## src/rtl/seq_pkg.sv

```systemverilog
// rtl/seq_pkg.sv - program_sequencer state encoding and default geometry
package seq_pkg;

  typedef enum logic [1:0] {
    ST_IDLE  = 2'd0,
    ST_FETCH = 2'd1,
    ST_ISSUE = 2'd2,
    ST_HALT  = 2'd3
  } seq_state_e;

  localparam int SEQ_AW      = 3;
  localparam int SEQ_IW      = 8;
  localparam int SEQ_ROM_LAT = 1;

  function automatic int timer_width(int lat);
    return $clog2(lat + 1);
  endfunction

endpackage

```

## src/rtl/seq_fetch_timer.sv

```systemverilog
// rtl/seq_fetch_timer.sv - loadable down-counter, done ROM_LAT cycles after load
module seq_fetch_timer
  import seq_pkg::*;
#(
  parameter int ROM_LAT = SEQ_ROM_LAT
) (
  input  logic clk,
  input  logic rst_n,
  input  logic load,
  output logic done
);

  localparam int CW = timer_width(ROM_LAT);

  logic [CW-1:0] cnt_q, cnt_d;

  // Loading LAT-1 makes done visible on the cycle the ROM data is valid.
  always_comb begin
    cnt_d = cnt_q;
    if (load) begin
      cnt_d = CW'(ROM_LAT - 1);
    end else if (cnt_q != '0) begin
      cnt_d = cnt_q - CW'(1);
    end
  end

  always_ff @(posedge clk or negedge rst_n) begin
    if (!rst_n) begin
      cnt_q <= '0;
    end else begin
      cnt_q <= cnt_d;
    end
  end

  assign done = (cnt_q == '0);

endmodule

```

## src/rtl/program_sequencer.sv

```systemverilog
// rtl/program_sequencer.sv - fetch/issue controller owning the PC
// Optional SEQ_BREAKPOINT_EN adds bp_en/bp_addr/bp_hit.
module program_sequencer
  import seq_pkg::*;
#(
  parameter int AW      = SEQ_AW,
  parameter int IW      = SEQ_IW,
  parameter int ROM_LAT = SEQ_ROM_LAT
) (
  input  logic          clk,
  input  logic          rst_n,
  input  logic          run,
  input  logic          step,
  input  logic          restart,
  output logic [AW-1:0] rom_addr,
  input  logic [IW-1:0] rom_data,
  output logic [IW-1:0] instr,
  output logic          instr_valid,
  input  logic          exec_ready,
  input  logic          jump_req,
  input  logic [AW-1:0] jump_target,
  input  logic          halt_req,
  output logic [AW-1:0] pc,
  output logic          halted,
  output logic          wrapped
`ifdef SEQ_BREAKPOINT_EN
  ,
  input  logic          bp_en,
  input  logic [AW-1:0] bp_addr,
  output logic          bp_hit
`endif
);

  seq_state_e    state_q, state_d;
  logic [AW-1:0] pc_q, pc_d, pc_inc;
  logic [IW-1:0] instr_q;
  logic          wrapped_q, wrap_set;
  logic          fetch_enter, fetch_done;
`ifdef SEQ_BREAKPOINT_EN
  logic          bp_hit_q, bp_set;
`endif

  assign pc_inc = pc_q + AW'(1);

  seq_fetch_timer #(.ROM_LAT(ROM_LAT)) u_fetch_timer (
    .clk   (clk),
    .rst_n (rst_n),
    .load  (fetch_enter),
    .done  (fetch_done)
  );

  always_ff @(posedge clk or negedge rst_n) begin
    if (!rst_n) begin
      state_q <= ST_IDLE;
      pc_q    <= '0;
    end else begin
      state_q <= state_d;
      pc_q    <= pc_d;
    end
  end

  always_comb begin
    state_d     = state_q;
    pc_d        = pc_q;
    wrap_set    = 1'b0;
    fetch_enter = 1'b0;
`ifdef SEQ_BREAKPOINT_EN
    bp_set      = 1'b0;
`endif
    case (state_q)
      ST_IDLE: begin
        if (run || step) begin
          state_d     = ST_FETCH;
          fetch_enter = 1'b1;
        end
      end
      ST_FETCH: begin
        if (fetch_done) state_d = ST_ISSUE;
      end
      ST_ISSUE: begin
        if (exec_ready) begin
          // halt wins over jump; a halted PC still advances past the instruction
          if (halt_req) begin
            state_d  = ST_HALT;
            pc_d     = pc_inc;
            wrap_set = (pc_q == '1);
          end else begin
            pc_d        = jump_req ? jump_target : pc_inc;
            wrap_set    = !jump_req && (pc_q == '1);
            state_d     = run ? ST_FETCH : ST_IDLE;
            fetch_enter = run;
          end
        end
      end
      ST_HALT: ;
      default: state_d = ST_IDLE;
    endcase
`ifdef SEQ_BREAKPOINT_EN
    if (fetch_enter && bp_en && (pc_d == bp_addr)) begin
      state_d     = ST_HALT;
      fetch_enter = 1'b0;
      bp_set      = 1'b1;
    end
`endif
    if (restart) begin
      state_d     = ST_IDLE;
      pc_d        = '0;
      wrap_set    = 1'b0;
      fetch_enter = 1'b0;
    end
  end

  always_ff @(posedge clk or negedge rst_n) begin
    if (!rst_n) begin
      instr_q   <= '0;
      wrapped_q <= 1'b0;
    end else begin
      if ((state_q == ST_FETCH) && fetch_done) instr_q <= rom_data;
      wrapped_q <= !restart && (wrapped_q || wrap_set);
    end
  end

`ifdef SEQ_BREAKPOINT_EN
  always_ff @(posedge clk or negedge rst_n) begin
    if (!rst_n) begin
      bp_hit_q <= 1'b0;
    end else begin
      bp_hit_q <= !restart && (bp_hit_q || bp_set);
    end
  end

  assign bp_hit = bp_hit_q;
`endif

  always_comb begin
    instr_valid = (state_q == ST_ISSUE);
    halted      = (state_q == ST_HALT);
  end

  assign rom_addr = pc_q;
  assign pc       = pc_q;
  assign instr    = instr_q;
  assign wrapped  = wrapped_q;

endmodule

```

## config.mk

```make
export PLATFORM = sky130hd
export DESIGN_NAME = program_sequencer
export DESIGN_NICKNAME = d
export VERILOG_FILES = /design/src/rtl/seq_pkg.sv /design/src/rtl/seq_fetch_timer.sv /design/src/rtl/program_sequencer.sv
export SDC_FILE = /design/constraint.sdc
export NUM_CORES = 1
export LEC_CHECK = 0
export BUFFER_PORTS_ARGS = -buffer_cell sky130_fd_sc_hd__buf_2
export CAP_MARGIN = 20
export CORE_ASPECT_RATIO = 1.25
export CORE_MARGIN = 5
export CORE_UTILIZATION = 44
export DETAILED_ROUTE_END_ITERATION = 16
export PLACE_DENSITY = 0.75
export REMOVE_ABC_BUFFERS = 1
export SLEW_MARGIN = 30
export SYNTH_ARGS = -nofsm -noshare
export SYNTH_HDL_FRONTEND = slang
export SYNTH_SLANG_ARGS = --single-unit
export TNS_END_PERCENT = 50
```

## constraint.sdc

```tcl
create_clock -name clk -period 2.6 [get_ports clk]
set_clock_uncertainty 0.15 [all_clocks]
set_input_delay 0.13 -clock clk [delete_from_list [all_inputs] [get_ports clk]]
set_output_delay 0.13 -clock clk [all_outputs]
set_load 0.02 [all_outputs]
```

==> summary.md, run 1 <==
| Metric | Value |
|---|---|
| Number of global-route vias before repair | ~660 |
| #FFs+latches synth | 14 |
| HP Class | in2reg |
| Layout cells sized above 1 | 49.1% |
| Crit-path cells | inv_1 -> ha_1 -> nor3_4 -> a221oi_2 -> o221a_1 |
| Top Ports | 36 |
| Clk pin slew, worst setup/hold paths | 0.08 ns |
| Dominant cell type by area after synthesis | dfrtp_1 |
| Drt pass-1 iters | 2 |
| Die area | around 2700 µm² |
| DRC violations left | 0 |
| Crit Path Class | reg2reg |
| Routed WL | 1730 µm |
| Post-CTS setup buffer count | 0 |
| Final Wtd Congestion | 0.663 |
| Mapped Cells | 62 |
| Routed Antenna Nets | 0 |
| 1st-iter DRT viols | 2 |
| Max Cap Viol | 0 |
| Synth top area share | between 40% and 50% |
| Cells on worst reg2reg path | 5 |
| Slew Viols, Final | 0 |
| Worst vdd ir | roughly 0.74 mV |
| Outcome | finished, final reports clean |
| Crit path required time | 2.67 ns |
| Tot Pwr | 0.977 mW |
| Crit path max-delay cell type | ha_1 |
| Avg Cell Area, Syn | 12.4 µm² |
| Synth-to-layout area growth | 38.2% |
| CTS Sinks | 14 |
| RSZ-0062 raised after global routing | false |
| Final hold slack | 0.0264 ns |
| Total grt overflow | 0 |
| Worst EP arrival | 1.82 ns |
| Sequential area share after synthesis | 45.8% |
| Final Hold Fails | 0 |
| DIE WIDTH | 47.3 µm |
| Cts bufs inserted | 3 |
| Initial core utilization | 47.8% |
| Seq. cell area | between 300 and 400 µm² |
| Critical Path Sink Type | flip-flop |
| Worst Hold Launch | exec_ready |
| First-pass GRT wire length | approximately 2900 µm |
| Least-Margin Pin Slew | 0.530 ns |
| Fillers | 125 |
| Worst Hold Depth | 4 |
| Clock root buffer | clkbuf_4 |
| Post-DP HPWL | 1300 µm |
| Fmax | about 0.57 GHz |
| Launch point of the worst reg-to-reg path | state_q[1] |
| Number of diodes | 0 |
| Vias | 609 |
| Mapped cell area | 766 µm² |
| Antenna violations before repair | 0 |
| Post-synth EDFFs | 0 |
| Htree depth | 1 |
| Global-route usage over all layers | 14.7% |
| Core area | 1600 µm² |
| CP Launch Type | flip-flop |
| Vias per inst | 4.91 |
| Setup TNS | 0 ns |
| Main flop type after synthesis | dfrtp_1 |
| Maximum buffer depth of the clock tree | 2 |
| Layout Nets | ~130 |
| P_leak | roughly 0.56 nW |
| Largest net degree at the start of global routing | 15 |
| Synth cell types | 23 |
| Synth area leaders | dfrtp_1 46%, mux2_2 12%, ha_1 9.8%, mux2i_1 3.9%, buf_4 3.9% |
| Area of the multi-input gates | 359 µm² |
| CTS tree | built |
| Worst skew pair latency | approximately 0.27 ns |
| Die Ht | 56.6 µm |
| DR WL/cell | 14.0 µm |
| Rel. slew slack | 64.7% |
| P per Cell Area | 923 nW/µm² |
| IO buf count | 35 |
| Post-synth ARST share | 100% |
| Post-cts resize count | 0 |
| Hold-fix buffer count after cts | 10 |
| Largest stage delay, worst path | 0.50 ns |
| Post-layout min period | 1.75 ns |
| Row cnt | 16 |
| CP startpoint | state_q[1] |
| Setup-failing EPs final | 0 |
| Final period util | 67.3% |
| Max FO, Critical Path | 11 |
| Syn. warnings | 0 |
-- cell families (layout without fill, tap and decap cells) --
logic type / Yosys count / in the layout / share of synthesized area, %
AO/OA/AOI/OAI: 10 / 10 / 11.4
buffers and inverters: 9 / 53 / 7.35
multiplexers: 11 / 11 / 15.7
flip-flops: 14 / 14 / 45.8
AND/OR/NAND/NOR: 12 / 12 / 9.97
adder cells (fa/ha/maj): 6 / 6 / 9.80
-- synth_stat cells, drive strengths merged, types with 2 or more instances --
master   n
a211oi   2
mux2i    3
nand2    2
nor2     5
ha       6
dfrtp   14
inv      4
mux2     8
buf      5
-- final timing paths --
path                                    to  slack [ns]
worst max register to register  state_q[0]        0.85
worst min register to register     wrapped        0.36
worst min-delay path                 pc[0]        0.03
worst max-delay path            state_q[0]        0.85
min in group asynchronous         instr[1]        0.12
max in group asynchronous         instr[3]        1.95
-- sequential cells by signal, indices dropped and copies added, names as in the netlist --
register  count
instr         8
pc            3
state_q       2
wrapped       1
-- cell usage in the layout, fill, tap and decap left out --
| master | count |
|---|---|
| dfrtp_1 | 14 |
| a21o_2 | 1 |
| nand3_1 | 1 |
| o221a_1 | 1 |
| a211oi_1 | 2 |
| mux2i_1 | 3 |
| a31oi_1 | 1 |
| a21oi_1 | 1 |
| buf_2 | 35 |
| dlygate4sd3_1 | 10 |
| nor3_4 | 1 |
| a221oi_2 | 1 |
| nor2_1 | 5 |
| nand2_1 | 2 |
| ha_1 | 6 |
| inv_1 | 4 |
| nand2b_4 | 1 |
| nor3b_1 | 1 |
| and2_2 | 1 |
| mux2_2 | 8 |
| a22o_1 | 1 |
| clkbuf_8 | 1 |
| a211o_1 | 1 |
| clkbuf_4 | 3 |
| o32ai_1 | 1 |
-- final cells by class --
cell class | count | area share, %
Clock buffer | 4 | 3.43
Inverter | 4 | 1.42
Multi-Input combinational cell | 39 | 33.9
Sequential cell | 14 | 33.1
Tap cell | 18 | 2.13
Timing Repair Buffer | 45 | 26.0
-- critical path, delay by kind of cell (launching register included) --
kind / cells / cell delay, ns
buffers and inverters: 1 / 0.12
AO/OA/AOI/OAI: 2 / 0.46
adder cells (fa/ha/maj): 1 / 0.50
flip-flops: 1 / 0.42
AND/OR/NAND/NOR: 1 / 0.05
-- power breakdown --
part	switching (mW)	leakage (nW)	internal, mW
Clock	0.0691	0.0210	0.0851
Sequential	0.0465	0.176	0.297
Combinational	0.261	0.359	0.218
-- routing by layer --
layer / up-vias / GRT usage [%] / wire [µm]
met5: - / 0 / 0
li1: 307 / - / -
met2: 28 / 24.5 / 825
met4: 0 / 4.74 / 0
met3: 0 / 5.11 / 186
met1: 274 / 16.6 / 721
-- through the flow --
stage | cells | utilization, % | instance area, µm² | setup slack [ns]
after CTS | 124 | 66.1 | 1060 | 0.829
final | 124 | 66.1 | 1060 | 0.850
after global routing | 124 | 66.1 | 1060 | 0.732
after detailed placement | 110 | 57.6 | 922 | 0.849
after global placement | 110 | 57.6 | 922 | 0.914
after floorplan | 57 | - | 724 | 0.947
Power figures use the tool's default switching activity.
==> run 2, diff against run 1 <==
--- a/config.mk
+++ b/config.mk
@@ -5,6 +5,7 @@
 export SDC_FILE = /design/constraint.sdc
 export NUM_CORES = 1
 export LEC_CHECK = 0
+export ABC_AREA = 1
 export BUFFER_PORTS_ARGS = -buffer_cell sky130_fd_sc_hd__buf_2
 export CAP_MARGIN = 20
 export CORE_ASPECT_RATIO = 1.25
==> constraint.sdc (replaced) <==
create_clock -name clk -period 1.67 [get_ports clk]
set_clock_uncertainty 0.15 [all_clocks]
set_input_delay 0.0835 -clock clk [delete_from_list [all_inputs] [get_ports clk]]
set_output_delay 0.0835 -clock clk [all_outputs]
set_load 0.02 [all_outputs]
==> run 2 against run 1 <==
  * Largest cell class unchanged
  * Sequential share of layout area is 2.4 points lower
  * Worst setup slack lost 0.73 ns
  * Critical path depth down 2
  * Sequential power grew 56%
  * Final cell count increased by 40%
  * Worst hold slack worse by 0.0022 ns
  * Highest routed layer is now met4
  * Clock power increased by 56%
  * Combinational power rose by 47%
  * Final area up 7.8%
==> summary.md, run 2 <==
| Metric | Value |
|---|---|
| Outcome | finished, final reports clean |
| Tot Pwr | 1.48 mW (+51%) |
| 1st-iter DRT viols | 4 (+2) |
| IO buf count | 35 (unchanged) |
| Least-Margin Pin Slew | 0.309 ns (-0.220 ns) |
| Worst skew pair latency | 0.27 ns (about the same) |
| Setup TNS | 0 ns (unchanged) |
| Antenna violations before repair | 0 (unchanged) |
| Number of global-route vias before repair | 867 (+32%) |
| Mapped cell area | 783 µm² (+2.3%) |
| Synth top area share | 44.7% (-1.0 points) |
| NetSw | 0.635 mW (+69%) |
| Clock root buffer | clkbuf_4 |
| Crit-path cells | inv_1 -> ha_1 -> buf_2 |
| DR WL/cell | 11.6 µm (-17%) |
| Crit Path Class | reg2out |
| Clk pin slew, worst setup/hold paths | 0.08 ns (about the same) |
| Post-CTS setup buffer count | 0 (unchanged) |
| P per Cell Area | 1300 nW/µm² (+41%) |
| GR Layer Usage met2 | 29.3% (+4.8 points) |
| Core area | 1720 µm² (+7.6%) |
| Placed inst area | 960 µm² (+4.1%) |
| Flip-flop count of the largest register after layout | 8 (unchanged) |
| Comb pwr share | 47.5% (-1.5 points) |
| CTS Sinks | 14 (unchanged) |
| Worst EP arrival | 1.32 ns (-0.50 ns) |
| Synth area leaders | dfrtp_1 45%, nand2_1 22%, ha_1 9.6%, inv_1 4.3%, buf_4 3.8% |
| Crit path required time | 1.44 ns (-1.23 ns) |
| Dominant cell type by area after synthesis | dfrtp_1 |
| Htree depth | 1 (unchanged) |
| Maximum buffer depth of the clock tree | 2 (unchanged) |
| RSZ-0062 raised after global routing | false |
| Max FO, Critical Path | 6 (-5) |
| Most Crowded Layer GR | met2 |
| Met1 Usage GRT | 18.7% (+2.1 points) |
| Sequential area share after synthesis | 44.7% (-1.0 points) |
| Largest net degree at the start of global routing | 15 (unchanged) |
| Final period util | 93.0% |
| #FFs+latches synth | 14 (unchanged) |
| Vias per inst | 4.76 (-3.1%) |
| CP Launch Type | flip-flop |
| HP Class | in2reg |
| CTS tree | built |
| Commonest non-fill, non-tap cell in the layout | nand2_1 |
| Drt pass-1 iters | 3 (+1) |
| Placed Cells | 155 (+41%) |
| Net switching fraction of the power | 42.9% (+4.4 points) |
| Routed Antenna Nets | 0 (unchanged) |
| Setup WS post-layout | 0.117 ns (-0.732 ns) |
| Clock power share | 16.3% (+0.5 points) |
| M3 GR Usage | 3.79% (-1.3 points) |
| P_leak | 0.668 nW (+20%) |
| Vias | 823 (+35%) |
| Largest stage delay, worst path | 0.42 ns (-0.08 ns) |
| Post-synth top cells | 45 x nand2_1, 14 x dfrtp_1, 9 x inv_1 |
| Layout cells sized above 1 | 30.5% (-19 points) |
| First-pass GRT wire length | 3340 µm (+16%) |
| Die Ht | 57.2 µm (+0.94%) |
| Cts bufs inserted | 3 (unchanged) |
| Layout Nets | 180 (+36%) |
| Slew Viols, Final | 0 (unchanged) |
| Max Cap Viol | 0 (unchanged) |
| Post-synth ARST share | 100% (unchanged) |
| Global-route usage over all layers | 16.7% (+2.0 points) |
| Top Ports | 36 (unchanged) |
| Final Wtd Congestion | 0.884 (+33%) |
| Total grt overflow | 0 (unchanged) |
| Final Non-Filler Cells | 173 (+40%) |
| Routed WL | 2000 µm (+15%) |
| Fillers | 149 (+19%) |
| Post-synth EDFFs | 0 (unchanged) |
| Row cnt | 17 (+1) |
| Rel. slew slack | 79.4% (+15 points) |
| Synth cell types | 14 (-39%) |
| P_int | 0.844 mW (+41%) |
| Mapped Cells | 104 (+68%) |
| Flop pwr share | 36.2% (+1.0 points) |
| Crit path max-delay cell type | dfrtp_1 |
| Setup-failing EPs final | 0 (unchanged) |
| Syn. warnings | 0 (unchanged) |
| Die area | 2730 µm² (+1.8%) |
| Post-DP HPWL | 1430 µm (+9.9%) |
| DIE WIDTH | 47.7 µm (+0.90%) |
| Pre-CTS WS | 0.149 ns (-0.701 ns) |
| Critical Path Sink Type | output pin |
| Worst vdd ir | 0.729 mV (-1.4%) |
| Top-count cell post-synth | nand2_1 |
| Initial core utilization | 45.5% (-2.4 points) |
| Fin util | 66.2% (+0.14 points) |
| Bufs and invs on worst path | 2 (+1) |
| Final Hold Fails | 0 (unchanged) |
| DRC violations left | 0 (unchanged) |
| CP top delay family | flip-flops |
| Avg Cell Area, Syn | 7.53 µm² (-39%) |
| Synth-to-layout area growth | 45.7% |
| Most frequent cells in the layout | 45 x nand2_1, 35 x buf_2, 14 x dlygate4sd3_1, 14 x dfrtp_1, 9 x inv_1 |
| Design area | 1140 µm² (+7.8%) |
| Number of diodes | 0 (unchanged) |
| Fmax | 0.644 GHz |
| Main flop type after synthesis | dfrtp_1 |
| Final hold slack | 0.0242 ns (-0.00221 ns) |
| Post-layout min period | between 1.5 and 2 ns |
-- run 2: cell count changes after synthesis, sizes merged, moves of 2 or more --
cell	delta
nand2	+44
mux2	-8
inv	+7
nor2	+7
o21ai	+7
mux2i	-3
a211oi	-2
-- run 2: power groups by stage --
stage | registers (mW) | clock network [mW] | logic, mW
finish | 0.535 | 0.241 | 0.703
global route | 0.550 | 0.270 | 0.800
CTS | 0.534 | 0.253 | 0.712
detailed placement | 0.533 | 0 | 0.689
global placement | 0.531 | 0 | 0.660
floorplan | 0.659 | 0 | 0.316
-- run 2: worst register-to-register path, cell delays in order, from the launching register on --
cell,delay (ns)
dfrtp_1,0.42
inv_1,0.10
ha_1,0.30
nand2_1,0.13
nor2_2,0.15
nand2_1,0.08
o21ai_1,0.13
-- run 2: routing by layer --
metal	wire length (µm)	part of all wire, %
met2	1000	50
met3	158	7.9
met4	10	0.50
met1	828	41
met5	0	0
-- run 2: final cells by class --
class / instances / area, µm² / area share [%]
multi-input combinational: 75 / 367 / 32.1
sequential: 14 / 350 / 30.7
timing repair buffer: 50 / 323 / 28.3
inverter: 11 / 41.3 / 3.62
clock buffer: 4 / 36.3 / 3.18
tap: 19 / 23.8 / 2.08
-- run 2: cells by family (layout without fill, tap and decap cells) --
kind of cell / Yosys count / count (layout) / synth area share, %
and+or+nand+nor: 60 / 60 / 30.8
AOI/OAI and AO/OA: 9 / 9 / 5.75
DFF: 14 / 14 / 44.7
buffers and inverters: 15 / 65 / 9.11
adders and majority gates: 6 / 6 / 9.58
-- run 2: final timing paths --
check	depth (start not counted)	to	startpoint	slack, ns
min in group asynchronous	2	wrapped	rst_n	0.07
worst min register to register	2	instr[6]	instr[6]	0.33
max in group asynchronous	2	pc[1]	rst_n	1.07
worst max-delay path	3	instr_valid	state_q[0]	0.12
worst max register to register	6	pc[2]	state_q[0]	0.15
worst min-delay path	5	state_q[1]	halt_req	0.02
-- run 2: what timing repair did --
action	in CTS	in global routing
setup endpoints to repair	0	1
resized for setup	0	1
hold endpoints to repair	26	0
hold buffers	14	0
==> run 3, diff against run 2 <==
--- a/config.mk
+++ b/config.mk
@@ -14,6 +14,7 @@
 export DETAILED_ROUTE_END_ITERATION = 16
 export PLACE_DENSITY = 0.75
 export REMOVE_ABC_BUFFERS = 1
+export SETUP_SLACK_MARGIN = 0.15
 export SLEW_MARGIN = 30
 export SYNTH_ARGS = -nofsm -noshare
 export SYNTH_HDL_FRONTEND = slang
==> run 3 against run 2 <==
  * Routed wire length increased by 1.2%
  * Critical path depth unchanged
  * Flip-flop and latch count unchanged
  * Fmax up 4.6%
  * Power rose by 0.28%
  * Largest power group unchanged
  * Highest routed layer unchanged
  * Sequential share of layout area shrank 0.067 points
  * Count of clock-buffer cells in the layout stayed put
  * Worst setup slack improved by 0.069 ns
==> summary.md, run 3 (synthesized netlist as in run 2, its figures left out) <==
| Metric | Value |
|---|---|
| Outcome | finished, final reports clean |
| Final Hold Fails | 0 (unchanged) |
| Setup TNS | 0 ns (unchanged) |
| Total grt overflow | 0 (unchanged) |
| Post-layout min period | 1.48 ns (-0.0686 ns) |
| Reg-to-reg slack, setup | 0.22 ns (+0.07 ns) |
| CTS tree | built |
| Worst Hold Depth | 5 (unchanged) |
| Vias | 823 (unchanged) |
| Post-DP HPWL | 1430 µm (unchanged) |
| Layout Nets | 180 (unchanged) |
| First-pass GRT wire length | 3340 µm (unchanged) |
| Worst skew pair latency | 0.28 ns (about the same) |
| Most frequent cells in the layout | 45 x nand2_1, 35 x buf_2, 14 x dlygate4sd3_1, 14 x dfrtp_1, 9 x inv_1 |
| Htree depth | 1 (unchanged) |
| Final period util | 88.9% (-4.1 points) |
| Largest stage delay, worst path | 0.42 ns (about the same) |
| Top Ports | 36 (unchanged) |
| Fmax | 0.674 GHz (+4.6%) |
| Flop pwr share | 36.1% (about the same) |
| Number of global-route vias before repair | 867 (unchanged) |
| Slew Viols, Final | 0 (unchanged) |
| Drt pass-1 iters | 3 (unchanged) |
| Post-CTS setup buffer count | 0 (unchanged) |
| Synth-to-layout area growth | 46.0% |
| Clock power share | 16.3% (about the same) |
| DIE WIDTH | 47.7 µm (unchanged) |
| Commonest non-fill, non-tap cell in the layout | nand2_1 |
| Worst vdd ir | 0.734 mV (+0.76%) |
| Worst Hold Launch | halt_req |
| Crit path required time | 1.44 ns (about the same) |
| Seq. cell area | 350 µm² (unchanged) |
| CTS Sinks | 14 (unchanged) |
| Placed inst area | 960 µm² (unchanged) |
| Layout cells sized above 1 | 31.2% (+0.65 points) |
| Max FO, Critical Path | 6 (unchanged) |
| Cells on worst reg2reg path | 6 (unchanged) |
| HP Class | in2reg |
| Number of diodes | 0 (unchanged) |
| Flip-flop count of the largest register after layout | 8 (unchanged) |
| Initial core utilization | 45.5% (unchanged) |
| Crit-path cells | inv_1 -> ha_2 -> buf_2 |
| Critical Path Sink Type | output pin |
| Hold Crit Endpoint | state_q[1] |
| Launch point of the worst reg-to-reg path | state_q[0] |
| P_leak | 0.667 nW (-0.26%) |
| DRC violations left | 0 (unchanged) |
| Max Cap Viol | 0 (unchanged) |
| Cts bufs inserted | 3 (unchanged) |
| Least-Margin Pin Slew | 0.321 ns (+0.0116 ns) |
| Row cnt | 17 (unchanged) |
| NetSw | 0.638 mW (+0.44%) |
| Setup-failing EPs final | 0 (unchanged) |
| Crit path max-delay cell type | dfrtp_1 |
| 1st-iter DRT viols | 11 (+7) |
| CP Launch Type | flip-flop |
| Clk pin slew, worst setup/hold paths | 0.08 ns (about the same) |
| Routed Antenna Nets | 0 (unchanged) |
| Fillers | 149 (unchanged) |
| Crit Path Class | reg2out |
| Clock root buffer | clkbuf_4 |
| Antenna violations before repair | 0 (unchanged) |
| IO buf count | 35 (unchanged) |
| DR WL/cell | 11.7 µm (+1.2%) |
| Core area | 1720 µm² (unchanged) |
| Routed WL | 2030 µm (+1.2%) |
| P_int | 0.845 mW (+0.16%) |
| Rel. slew slack | 78.6% (-0.78 points) |
| CP top delay family | flip-flops |
| P per Cell Area | 1300 nW/µm² (about the same) |
| Maximum buffer depth of the clock tree | 2 (unchanged) |
| Die area | 2730 µm² (unchanged) |
| Vias per inst | 4.76 (unchanged) |
| Largest net degree at the start of global routing | 15 (unchanged) |
| Design area | 1140 µm² (+0.22%) |
| Final Wtd Congestion | 0.884 (unchanged) |
| Area of the multi-input gates | 369 µm² (+0.68%) |
| Net switching fraction of the power | 43.0% (+0.068 points) |
| Die Ht | 57.2 µm (unchanged) |
| Comb pwr share | 47.6% (about the same) |
| RSZ-0062 raised after global routing | true |
| Global-route usage over all layers | 16.7% (unchanged) |
| Bufs and invs on worst path | 2 (unchanged) |
| Worst EP arrival | 1.25 ns (-0.07 ns) |
| Worst r2r dst | pc[2] |
## run 3: changes by cell type in the layout (fill, tap and decap cells not counted)
cell / change
ha_1: -1
ha_2: +1
## run 3: timing repair
action | 4_1_cts | 5_1_grt
hold buffers | 14 | 0
endpoints found under the hold margin | 26 | 0
gates cloned | 0 | 0
resized for setup | 0 | 2
endpoints found under the setup margin | 3 | 6
## run 3: cell type report
| type | count | area share, % |
|---|---|---|
| tap | 19 | 2.08 |
| clock buffer | 4 | 3.17 |
| multi-input combinational | 75 | 32.3 |
| inverter | 11 | 3.61 |
| timing repair buffer | 50 | 28.2 |
| sequential | 14 | 30.6 |
## run 3: stage by stage
stage / instances / hold WS (ns) / util (%) / power, mW / setup WS (ns)
after floorplan: 100 / -0.362 / - / 0.976 / 0.150
after global placement: 155 / -0.151 / 55.7 / 1.19 / 0.230
after detailed placement: 155 / -0.149 / 55.7 / 1.22 / 0.149
after CTS: 173 / 0.0111 / 65.9 / 1.50 / 0.135
after global routing: 173 / 0.0574 / 66.4 / 1.62 / 0.111
final: 173 / 0.0268 / 66.4 / 1.48 / 0.186
## run 3: worst max-delay path by stage
stage | startpoint | to | slack [ns] | cells after the start
2_1_floorplan | pc[0] | pc[2] | 0.15 | 6
3_3_place_gp | state_q[0] | state_q[0] | 0.23 | 8
3_5_place_dp | state_q[0] | state_q[0] | 0.15 | 8
4_1_cts | state_q[0] | state_q[0] | 0.14 | 8
5_1_grt | state_q[0] | instr_valid | 0.11 | 3
6_report | state_q[0] | instr_valid | 0.19 | 3
## run 3: worst register-to-register path: stages (launching register included)
cell and delay, ns:
dfrtp_1 0.42, inv_1 0.10, ha_2 0.26, nand2_1 0.10, nor2_2 0.14, nand2_1 0.08
o21ai_1 0.13
## run 3: power groups by stage
| stage | clock, mW | sequential [mW] | combinational, mW |
|---|---|---|---|
| after floorplan | 0 | 0.659 | 0.316 |
| after global placement | 0 | 0.531 | 0.660 |
| after detailed placement | 0 | 0.533 | 0.689 |
| after CTS | 0.253 | 0.534 | 0.712 |
| after global routing | 0.270 | 0.550 | 0.800 |
| final | 0.242 | 0.535 | 0.707 |
## run 3: layer usage
| layer | vias up | GRT usage, % | routed length [µm] |
|---|---|---|---|
| met4 | 0 | 5.77 | 10 |
| met5 | - | 0 | 0 |
| li1 | 413 | - | - |
| met1 | 376 | 18.7 | 840 |
| met3 | 2 | 3.79 | 158 |
| met2 | 32 | 29.3 | 1020 |
